===== src/rtl/pipe_adder.sv =====
`default_nettype none
// ============================================================================
//  Module   : pipe_adder
//  Function : Slice-pipelined adder/subtractor with valid/ready handshake.
//             One SLICE-bit chunk is added per stage; carry ripples between
//             stages through registers.
//  Revision : 1.0
// ============================================================================
module pipe_adder #(
   parameter int WIDTH = 16,
   parameter int SLICE = 4
) (
   input  logic             clk,
   input  logic             rst,
   input  logic             in_valid,
   output logic             in_ready,
   input  logic [WIDTH-1:0] a,
   input  logic [WIDTH-1:0] b,
   input  logic             cin,
   input  logic             sub,
   output logic             out_valid,
   input  logic             out_ready,
   output logic [WIDTH-1:0] sum,
   output logic             cout,
   output logic             ovf
);

   localparam int STAGES = WIDTH / SLICE;
   localparam int LAST   = STAGES - 1;

   logic [WIDTH-1:0] a_q     [STAGES];
   logic [WIDTH-1:0] a_d     [STAGES];
   logic [WIDTH-1:0] b_q     [STAGES];
   logic [WIDTH-1:0] b_d     [STAGES];
   logic [WIDTH-1:0] sum_q   [STAGES];
   logic [WIDTH-1:0] sum_d   [STAGES];
   logic             carry_q [STAGES];
   logic             carry_d [STAGES];
   logic             valid_q [STAGES];
   logic             valid_d [STAGES];
   logic             ovf_q;
   logic             ovf_d;

   logic [WIDTH-1:0] a_in      [STAGES];
   logic [WIDTH-1:0] b_in      [STAGES];
   logic [WIDTH-1:0] sum_in    [STAGES];
   logic             carry_in  [STAGES];
   logic             valid_in  [STAGES];
   logic [SLICE:0]   slice_res [STAGES];
   logic             stall;

   always_comb begin
      stall = valid_q[LAST] && !out_ready;

      // Subtraction folds into addition: invert b and turn borrow-in into carry-in.
      a_in[0]     = a;
      b_in[0]     = sub ? ~b : b;
      carry_in[0] = cin ^ sub;
      valid_in[0] = in_valid && !stall;
      sum_in[0]   = '0;
      for (int k = 1; k < STAGES; k++) begin
         a_in[k]     = a_q[k-1];
         b_in[k]     = b_q[k-1];
         carry_in[k] = carry_q[k-1];
         valid_in[k] = valid_q[k-1];
         sum_in[k]   = sum_q[k-1];
      end

      for (int k = 0; k < STAGES; k++) begin
         slice_res[k] = {1'b0, a_in[k][k*SLICE +: SLICE]}
                      + {1'b0, b_in[k][k*SLICE +: SLICE]}
                      + {{SLICE{1'b0}}, carry_in[k]};
         sum_d[k]                   = sum_in[k];
         sum_d[k][k*SLICE +: SLICE] = slice_res[k][SLICE-1:0];
         a_d[k]     = a_in[k];
         b_d[k]     = b_in[k];
         carry_d[k] = slice_res[k][SLICE];
         valid_d[k] = valid_in[k];
      end

      ovf_d = (a_in[LAST][WIDTH-1] == b_in[LAST][WIDTH-1])
           && (slice_res[LAST][SLICE-1] != a_in[LAST][WIDTH-1]);
   end

   always_ff @(posedge clk) begin
      if (rst) begin
         for (int k = 0; k < STAGES; k++) begin
            a_q[k]     <= '0;
            b_q[k]     <= '0;
            sum_q[k]   <= '0;
            carry_q[k] <= 1'b0;
            valid_q[k] <= 1'b0;
         end
         ovf_q <= 1'b0;
      end else if (!stall) begin
         // Empty slots advance too, so bubbles are never squeezed out.
         for (int k = 0; k < STAGES; k++) begin
            a_q[k]     <= a_d[k];
            b_q[k]     <= b_d[k];
            sum_q[k]   <= sum_d[k];
            carry_q[k] <= carry_d[k];
            valid_q[k] <= valid_d[k];
         end
         ovf_q <= ovf_d;
      end
   end

   assign in_ready  = !stall;
   assign out_valid = valid_q[LAST];
   assign sum       = sum_q[LAST];
   assign cout      = carry_q[LAST];
   assign ovf       = ovf_q;

endmodule
`default_nettype wire


===== config.mk =====
export PLATFORM = sky130hd
export DESIGN_NAME = pipe_adder
export DESIGN_NICKNAME = d
export VERILOG_FILES = /design/src/rtl/pipe_adder.sv
export SDC_FILE = /design/constraint.sdc
export NUM_CORES = 1
export LEC_CHECK = 0
export BUFFER_PORTS_ARGS = -buffer_cell sky130_fd_sc_hd__buf_2
export CORE_MARGIN = 2
export CORE_UTILIZATION = 50
export DETAILED_ROUTE_END_ITERATION = 12
export GPL_TIMING_DRIVEN = 0
export PLACE_DENSITY = 0.74
export SLEW_MARGIN = 20
export SYNTH_ARGS = -nofsm -noshare
export SYNTH_HDL_FRONTEND = slang
export SYNTH_SLANG_ARGS = --single-unit

===== constraint.sdc =====
create_clock -name clk -period 7.4 [get_ports clk]
set_input_delay 0.74 -clock clk [delete_from_list [all_inputs] [get_ports clk]]
set_output_delay 0.74 -clock clk [all_outputs]
set_load 0.01 [all_outputs]

==> reports/metrics.csv <==
metric,value,unit
Worst Tran Pin Value,0.726,ns
worst vdd ir,105,uV
max-cap violation count,0,
Core ar.,8260,um2
Netlist Area Pre-Place,4270,um2
post-synth top area share,67.6,%
sequential share of the synthesized area,68.0,%
share of cells above drive strength 1,22.4,%
crit path cell chain,buf_4 -> buf_4 -> xor2_1 -> fa_1 -> fa_1 -> a21o_1 -> a21oi_1 -> nor2_1,
CP required,7.51,ns
Max Fclk,415,MHz
layout overhead on the synthesized area,15.2,%
Skew-Pair Late Insertion Delay,0.36,ns
# fillers,647,
met2 GRT Util,26.9,%
via count,2259,
Max-Slew Margin vs Limit,51.6,%
Post-Synth XOR/XNOR Area,4.52,%
post-synthesis simple-gate area fraction,14.7,%
Synth Area in Compound Gates,2.35,%
antenna-violating nets left,0,
clk sink count,97,
Core Rows,33,
htree depth,3,
largest net degree at the start of global routing,55,
Pins Over Slew Limit,0,
RSZ-0062 raised after global routing,false,
number of CTS-inserted buffers,9,
DRT Wirelength,6590,um
Vias/cell,4.84,
cells after synthesis,289,
Tcrit/Tclk final,32.6,%
Crit. End Element,register,
setup_tns,0,ns
initial antenna violation count,0,
CP Launch Type,input port,
most frequent cells in the layout,"edfxtp_1 (96), and2_1 (69), buf_2 (56), nor2_1 (22), xnor2_1 (14)",
post-synth cell types,26,
Leakage,2.15,nW
post-layout minimum cycle time,2.41,ns
DPL Wire Length,4510,um
post-synth top area cell,edfxtp_1,
Clock Path Buffers,2,
chip width,96.4,um
overall global routing resource usage,16.0,%
Setup Buffers After CTS,0,
Hold Crit Class,register to register,
largest family of logic cells by synthesized area,simple AND/OR/NAND/NOR gates,
"commonest non-fill, non-tap cell in the layout",edfxtp_1,
per-cell routed wire length,14.1,um
Die H,96.4,um
PwrDens,226,nW/um2
"Hold Vio Cnt, Final",0,
synthesis-stage register bit count,97,
critical-path maximum fanout,10,
TritonRoute pass-1 iters,4,
Die Area,9290,um2
Iter 0 DRT Violations,118,
Fin Clk Skew,0.0108,ns
TritonCTS clock tree,done,
"Reg clk slew, reported paths",0.09,ns
"EDFF count, synth",96,
hold_buf cts,0,
status,"finished, final reports clean",
WHS Path Cells,1,
CTS root buffer,clkbuf_8,
R2R cell count,5,
drc violations,0,
synth warn,0,
dpl cells,451,
syn nets,347,
cts repair resizes,0,
# IOs,58,
vias in the first global route,2171,
Layout Cells excl Fill,467,
Worst EP arrival,2.53,ns
Worst path slowest cell,fa_1,
main flop type after synthesis,edfxtp_1,
synth top area cells,"edfxtp_1 (68%), and2_1 (10%), fa_1 (3.8%)",
post-synthesis adder-cell area fraction,7.27,%
GP Congestion,0.768,
GRT Max-Usage Layer,met2,
Crit Path Category,input port to register,
mean post-synth cell area,14.8,um2
mux cell area share after synthesis,0,%
Final Setup Violations,0,
# port buffers,56,
global-route wire length before repair,10500,um
M3 GR Usage,3.80,%
met1 Use GR,19.7,%
Ant. Diodes,0,
Final #Nets,415,
grt total ovfl,0,
crit-path max cell delay,0.44,ns
Starting Density,51.7,%
"FFs w/ async S/R, synth",0,%
==> path summary, 6_finish.rpt <==
check | start | to | slack, ns
min reg2reg | valid_q[0] | valid_q[1] | 0.52
min | valid_q[0] | valid_q[1] | 0.52
max reg2reg | a_q[0][44] | carry_q[3] | 5.49
max | sub | carry_q[0] | 4.99
==> critical path, delay by kind of cell <==
kind / cells / cell delay [ns]
simple gates: 1 / 0.05
compound gates: 2 / 0.32
xor+xnor: 1 / 0.19
fa+ha+maj: 2 / 0.86
buf+inv: 2 / 0.36
==> through the flow <==
stage	hold slack, ns	worst slack (ns)	total power, mW	cell area, um2	utilization, %
floorplan	0.497	3.86	0.735	4270	-
global placement	0.497	2.88	0.767	4680	56.7
detailed placement	0.501	4.61	0.773	4710	57.0
CTS	0.521	4.99	1.12	4910	59.5
global route	0.530	4.91	1.16	4910	59.5
finish	0.516	4.99	1.11	4910	59.5
==> power breakdown <==
part	internal [mW]	total [mW]	switching (mW)
Clock	0.184	0.353	0.169
Sequential	0.646	0.656	0.00991
Combinational	0.0497	0.102	0.0524
Total	0.880	1.11	0.231
==> per-layer routing <==
metal | vias to the layer above | part of all wire [%]
li1 | 1119 | -
met1 | 1063 | 41
met2 | 66 | 50
met3 | 11 | 7.0
met4 | 0 | 1.6
met5 | - | 0
==> flip-flops by register name, indices dropped and copies added (netlist names) <==
signal	flops
carry_q	4
ovf	1
a_q	24
sum_q	40
b_q	24
valid_q	4
==> cells in the mapped netlist, types with 3 or more instances <==
cell,n
clkbuf_1,5
and2_1,69
o21ai_0,3
a21oi_1,8
xnor2_1,14
xor2_1,8
buf_6,4
edfxtp_1,96
inv_1,13
ha_1,12
nor2b_1,5
fa_1,8
a21o_1,5
nor3_1,4
nor2_1,22
==> logic make-up (layout without fill, tap and decap cells) <==
logic type | after synthesis | count (layout)
flip-flops | 97 | 97
AO/OA/AOI/OAI | 17 | 17
AND/OR/NAND/NOR | 108 | 108
buffers and inverters | 25 | 98
adder cells (fa/ha/maj) | 20 | 20
XOR/XNOR | 22 | 22
==> area by class of cell <==
class	instances	area (um2)	area share (%)
Buffer	12	83.8	1.71
Clock buffer	14	173	3.51
Clock inverter	2	35.0	0.713
Inverter	13	48.8	0.993
Multi-Input combinational cell	167	1240	25.2
Sequential cell	97	2900	59.1
Tap cell	105	131	2.67
Timing Repair Buffer	57	300	6.11
Power figures use the tool's default switching activity.
